<file path="src/rtl/ifetch_unit_if.sv">
// Instruction-memory request/response bundle for the fetch stage.
// The fetch unit drives the request through the master modport; the memory drives the response through the slave modport.
interface ifetch_unit_if;
  logic        imem_req;
  logic [31:0] imem_addr;
  logic        imem_gnt;
  logic        imem_rvalid;
  logic [31:0] imem_rdata;

  modport master (
    output imem_req,
    output imem_addr,
    input  imem_gnt,
    input  imem_rvalid,
    input  imem_rdata
  );

  modport slave (
    input  imem_req,
    input  imem_addr,
    output imem_gnt,
    output imem_rvalid,
    output imem_rdata
  );
endinterface

</file>
<file path="src/rtl/ifetch_unit.sv">
// RV32I instruction fetch: owns fetch_pc, keeps one request outstanding and holds one instruction for decode.
// Optional macro IFETCH_MISALIGN_CHECK_EN turns misaligned redirects into a flagged NOP instead of fetching.
module ifetch_unit #(
  parameter logic [31:0] RESET_PC  = 32'h0000_0000,
  parameter logic [31:0] NOP_INSTR = 32'h0000_0013
) (
  input  logic               clk,
  input  logic               rst_n,
  ifetch_unit_if.master      imem,
  output logic [31:0]        instr,
  output logic [31:0]        pc,
  output logic               instr_valid,
  input  logic               instr_ready,
  input  logic               redirect_valid,
  input  logic [31:0]        redirect_pc
`ifdef IFETCH_MISALIGN_CHECK_EN
  ,
  output logic               instr_misalign
`endif
);

  typedef enum logic [1:0] {IDLE, REQ, WAIT, HOLD} state_t;

  state_t      state;
  logic [31:0] fetch_pc;
  logic        kill;
  logic        req_q;
  logic [31:0] redirect_tgt;

  assign redirect_tgt   = {redirect_pc[31:2], 2'b00};
  assign imem.imem_req  = req_q;
  assign imem.imem_addr = fetch_pc;

`ifndef IFETCH_MISALIGN_CHECK_EN
  // Low target bits are dropped silently in this build.
  logic unused_redirect_lsbs;
  assign unused_redirect_lsbs = ^redirect_pc[1:0];
`endif

  // NOTE: every register here is updated with non-blocking assignments so that all
  // decisions in one cycle see the state from the previous edge, never a half-updated one.
  always_ff @(posedge clk or negedge rst_n) begin
    if (!rst_n) begin
      state       <= IDLE;
      fetch_pc    <= RESET_PC;
      kill        <= 1'b0;
      req_q       <= 1'b0;
      instr       <= NOP_INSTR;
      pc          <= RESET_PC;
      instr_valid <= 1'b0;
`ifdef IFETCH_MISALIGN_CHECK_EN
      instr_misalign <= 1'b0;
`endif
    end else begin
`ifdef IFETCH_MISALIGN_CHECK_EN
      // A misaligned target never reaches memory; decode sees a flagged NOP at that PC.
      if (state != IDLE && redirect_valid && redirect_pc[1:0] != 2'b00) begin
        state          <= HOLD;
        req_q          <= 1'b0;
        kill           <= 1'b0;
        fetch_pc       <= redirect_tgt + 32'd4;
        instr          <= NOP_INSTR;
        pc             <= redirect_pc;
        instr_valid    <= 1'b1;
        instr_misalign <= 1'b1;
      end else
`endif
      begin
        case (state)
          IDLE: begin
            state <= REQ;
            req_q <= 1'b1;
          end

          REQ: begin
            if (redirect_valid) fetch_pc <= redirect_tgt;
            if (imem.imem_gnt) begin
              state <= WAIT;
              req_q <= 1'b0;
              // The granted address is now stale if a redirect arrived with the grant.
              kill  <= redirect_valid;
            end
          end

          WAIT: begin
            if (imem.imem_rvalid) begin
              if (redirect_valid) begin
                fetch_pc <= redirect_tgt;
                kill     <= 1'b0;
                state    <= REQ;
                req_q    <= 1'b1;
              end else if (kill) begin
                kill  <= 1'b0;
                state <= REQ;
                req_q <= 1'b1;
              end else begin
                instr       <= imem.imem_rdata;
                pc          <= fetch_pc;
                instr_valid <= 1'b1;
                fetch_pc    <= fetch_pc + 32'd4;
                state       <= HOLD;
              end
            end else if (redirect_valid) begin
              kill     <= 1'b1;
              fetch_pc <= redirect_tgt;
            end
          end

          HOLD: begin
            if (redirect_valid || instr_ready) begin
              if (redirect_valid) fetch_pc <= redirect_tgt;
              instr_valid <= 1'b0;
              instr       <= NOP_INSTR;
              state       <= REQ;
              req_q       <= 1'b1;
`ifdef IFETCH_MISALIGN_CHECK_EN
              instr_misalign <= 1'b0;
`endif
            end
          end

          default: begin
            state <= IDLE;
            req_q <= 1'b0;
          end
        endcase
      end
    end
  end

endmodule
</file>
<file path="src/flat_wrapper.sv">
// flat-port wrapper written by rule: the top's interface ports become plain ports
module ifetch_unit_flat 
#(
  parameter logic [31:0] RESET_PC  = 32'h0000_0000,
  parameter logic [31:0] NOP_INSTR = 32'h0000_0013
)
  (clk, rst_n, instr, pc, instr_valid, instr_ready, redirect_valid, redirect_pc, imem_imem_req, imem_imem_addr, imem_imem_gnt, imem_imem_rvalid, imem_imem_rdata);
  ifetch_unit_if imem_i ();
  input  logic clk;
  input  logic rst_n;
  output logic [31:0] instr;
  output logic [31:0] pc;
  output logic instr_valid;
  input  logic instr_ready;
  input  logic redirect_valid;
  input  logic [31:0] redirect_pc;
  output wire logic [$bits(imem_i.imem_req)-1:0] imem_imem_req;
  output wire logic [$bits(imem_i.imem_addr)-1:0] imem_imem_addr;
  input wire logic [$bits(imem_i.imem_gnt)-1:0] imem_imem_gnt;
  input wire logic [$bits(imem_i.imem_rvalid)-1:0] imem_imem_rvalid;
  input wire logic [$bits(imem_i.imem_rdata)-1:0] imem_imem_rdata;
  assign imem_imem_req = imem_i.imem_req;
  assign imem_imem_addr = imem_i.imem_addr;
  assign imem_i.imem_gnt = imem_imem_gnt;
  assign imem_i.imem_rvalid = imem_imem_rvalid;
  assign imem_i.imem_rdata = imem_imem_rdata;
  ifetch_unit #(.RESET_PC(RESET_PC), .NOP_INSTR(NOP_INSTR)) u_core (.clk(clk), .rst_n(rst_n), .imem(imem_i), .instr(instr), .pc(pc), .instr_valid(instr_valid), .instr_ready(instr_ready), .redirect_valid(redirect_valid), .redirect_pc(redirect_pc));
endmodule
</file>
<file path="config.mk">
export PLATFORM = sky130hd
export DESIGN_NAME = ifetch_unit_flat
export DESIGN_NICKNAME = d
export VERILOG_FILES = /design/src/rtl/ifetch_unit_if.sv /design/src/rtl/ifetch_unit.sv /design/src/flat_wrapper.sv
export SDC_FILE = /design/constraint.sdc
export NUM_CORES = 1
export LEC_CHECK = 0
export ABC_AREA = 1
export CORE_UTILIZATION = 30
export CTS_BUF_LIST = sky130_fd_sc_hd__clkbuf_8
export DETAILED_ROUTE_END_ITERATION = 10
export PLACE_DENSITY = 0.57
export SETUP_SLACK_MARGIN = 0.05
export SYNTH_ARGS = -nofsm -noshare
export SYNTH_HDL_FRONTEND = slang
export SYNTH_SLANG_ARGS = --single-unit
</file>
<file path="constraint.sdc">
create_clock -name clk -period 2.5 [get_ports clk]
set_clock_uncertainty 0.2 [all_clocks]
set_input_delay 0.25 -clock clk [delete_from_list [all_inputs] [get_ports clk]]
set_output_delay 0.25 -clock clk [all_outputs]
set_load 0.05 [all_outputs]
</file>
==> metrics.txt <==
Final period util=90.7%; library cells used by synthesis=37; register share of total power=30.0%; TritonCTS clock tree=built; clock slew at reported path FFs=0.10 ns; required time of the critical path=2.60 ns; num ports=168; Routed WL per cell=15.2 um; Post-DP HPWL=10.9 mm; H-tree levels=3; nets=831; sequential area share after synthesis=51.5%; area leader, netlist=dfrtp_1; Non-Filler Instances=977; Max Cap Viol=0; critical path startpoint=u_core.state[0]; Die Ht=130 um; metal3 WL=1.02 mm; cells after synthesis=590; Int Power=4.89 mW; status=complete, no violations; Yosys reg bits=101; CTS Buf Count=9; share of synthesized registers carrying an async set or reset=100%; CTS root buf=clkbuf_8; Mapped Nets=665; f_max=0.441 GHz; Reg2Reg Depth=12; Mapped Avg Cell Area=8.32 sq um; Initial Utilization=30.8%; via count=4569; initial antenna violation count=0; peak supply drop=0.815 mV; TNS Setup=0 ns; sw frac=52.0%; Routed WL=14.8 mm; Fin Hold WS=0.150 ns; Place WS=0.167 ns; CP Launch Type=flop; Die X=130 um; Arrival @ worst endpoint=2.37 ns; count of final setup violators=0; clock share of power=10.8%; # diodes=0; row cnt=46; met1 wire length=6.59 mm; layout cell share with drive strength beyond 1=7.88%; Worst R2R End=u_core.imem.imem_addr[22]; kind of critical path=reg2reg; Register-to-Register Setup Slack=0.23 ns; power density cells=1440 nW/um^2; Buffers on Ports=165; Rel. slew slack=60.8%; worst-margin pin slew=0.586 ns; Syn Std Cell Area=4910 sq um; RSZ-0062 raised after global routing=yes; Core Box Area=15900 sq um; First-pass DRT Iterations=4; CTS Buffer Depth=2; top cells by area, synth=dfrtp_1, nand2_1, o21ai_0; Top FF cell, synth=dfrtp_1; Post-synth EDFFs=0; largest net degree at the start of global routing=65; worst r2r src=u_core.state[0]; Area Overhead vs Synth=44.0%; met2 routed WL=7.04 mm; gr ovfl total=0; setup repair bufs after CTS=0; CTS sink count=101; top sig layer=met4; Hold Path Class=in2async; placed cells=960; fin crit period=2.27 ns; die area=16900 sq um; CP max FO=8; Initial DRC Count=172; leakage=3.21 nW; DR vias/cell=4.68; worst setup margin=0.233 ns; Sw Pwr=5.30 mW; Max Slew Vio Count=0; fillers=1573; vias in the first global route=4532; crit end category=flop; GR Util All Layers=18.5%; first-pass GRT wire length=23.9 mm; clk_lat worst skew=0.39 ns; Synth top area share=49.9%; Final ANT Viol Nets=0; final hold viol count=0; Yosys Warn Count=0; Core Util, Final=44.4%; placer congestion estimate=0.814; Combinational Power Share=59.1%; drt drc=0
-- worst max path at each step --
stage / endpoint / slack (ns) / depth (start not counted)
floorplan: u_core.imem.imem_addr[18] / 0.33 / 10
CTS: u_core.imem.imem_addr[22] / 0.15 / 12
global placement: u_core.instr[30] / 0.21 / 11
global route: u_core.imem.imem_addr[19] / 0.04 / 11
detailed placement: u_core.instr[19] / 0.17 / 11
finish: u_core.imem.imem_addr[22] / 0.23 / 12
-- through the flow --
stage / cell area [sq um] / power, mW
floorplan: 4910 / 6.93
global placement: 6850 / 9.04
detailed placement: 6850 / 9.14
CTS: 7070 / 10.3
global route: 7070 / 10.8
finish: 7070 / 10.2
-- layout by cell type, fill, tap and decap left out, drive strengths merged, types with 2 or more instances in the layout --
cell type and n:
nand3 27, nor3 9, or2 3, a22o 29, clkdlybuf4s50 164, inv 64
o21ai 73, o22ai 5, nand2 170, dfstp 3, clkbuf 10, clkinv 2
nor2 33, buf 15, nand3b 2, mux2 4, nand4 12, o22a 3
dfrtp 98, clkinvlp 2, a21oi 21, ha 5
-- cell usage after synthesis (all sizes together), types with 2 or more instances --
library cell	count
o22a	3
o22ai	5
nand3b	2
buf	10
ha	5
nand4	12
or2	3
inv	62
nand2	170
a21oi	21
nor3	9
dfrtp	98
nand3	27
a22o	29
dfstp	3
o21ai	73
mux2	4
clkbuf	15
nor2	33
-- power groups by stage --
| stage | clock network [mW] | logic, mW | registers, mW |
|---|---|---|---|
| finish | 1.10 | 6.02 | 3.06 |
| floorplan | 0 | 1.56 | 5.37 |
| global placement | 0 | 5.98 | 3.06 |
| CTS | 1.15 | 6.06 | 3.07 |
| detailed placement | 0 | 6.04 | 3.10 |
| global route | 1.22 | 6.43 | 3.18 |
-- layer usage --
layer | vias to the layer above | GRT usage (%)
li1 | 2286 | -
met1 | 2132 | 23.4
met2 | 137 | 30.6
met3 | 14 | 5.58
met4 | 0 | 4.86
met5 | - | 0
-- flip-flops by register name, summed over array words and instances, names as in the netlist --
| signal | count |
|---|---|
| u_core.imem.imem_addr | 32 |
| u_core.imem.imem_req | 1 |
| u_core.instr | 32 |
| u_core.instr_valid | 1 |
| u_core.kill | 1 |
| u_core.pc | 32 |
| u_core.state | 2 |
-- kinds of logic (layout without fill, tap and decap cells) --
kind of cell,count (synthesis),in the layout,share of synthesized area (%)
AO/OA/AOI/OAI,135,135,16.6
adder cells (fa/ha/maj),5,5,1.27
flip-flops,101,101,51.5
buffers and inverters,88,259,7.36
multiplexers,4,4,0.917
AND/OR/NAND/NOR,257,257,22.3
-- final cells by class --
class | count | area [sq um] | share of cell area [%]
Inverter | 63 | 240 | 3.40
Multi-Input combinational cell | 401 | 2020 | 28.6
Timing Repair Buffer | 180 | 1800 | 25.5
Sequential cell | 101 | 2530 | 35.8
Tap cell | 216 | 270 | 3.82
Clock buffer | 10 | 138 | 1.95
Clock inverter | 6 | 67.6 | 0.955
-- worst max-delay path, stage by stage, from the launching register on --
cell     delay, ns
dfrtp_1       0.43
inv_1         0.12
ha_2          0.29
inv_2         0.08
nor2_4        0.11
buf_4         0.20
inv_2         0.08
nor3_2        0.33
nand3_1       0.11
nand2_1       0.08
nand2_1       0.05
nand2_1       0.05
nand2_1       0.04
-- timing repair --
item | in CTS | in global routing
resized for setup | 0 | 2
hold endpoints to repair | 37 | 0
endpoints found under the setup margin | 0 | 13
hold buffers | 1 | 0
(Power assumes the default switching activity.)
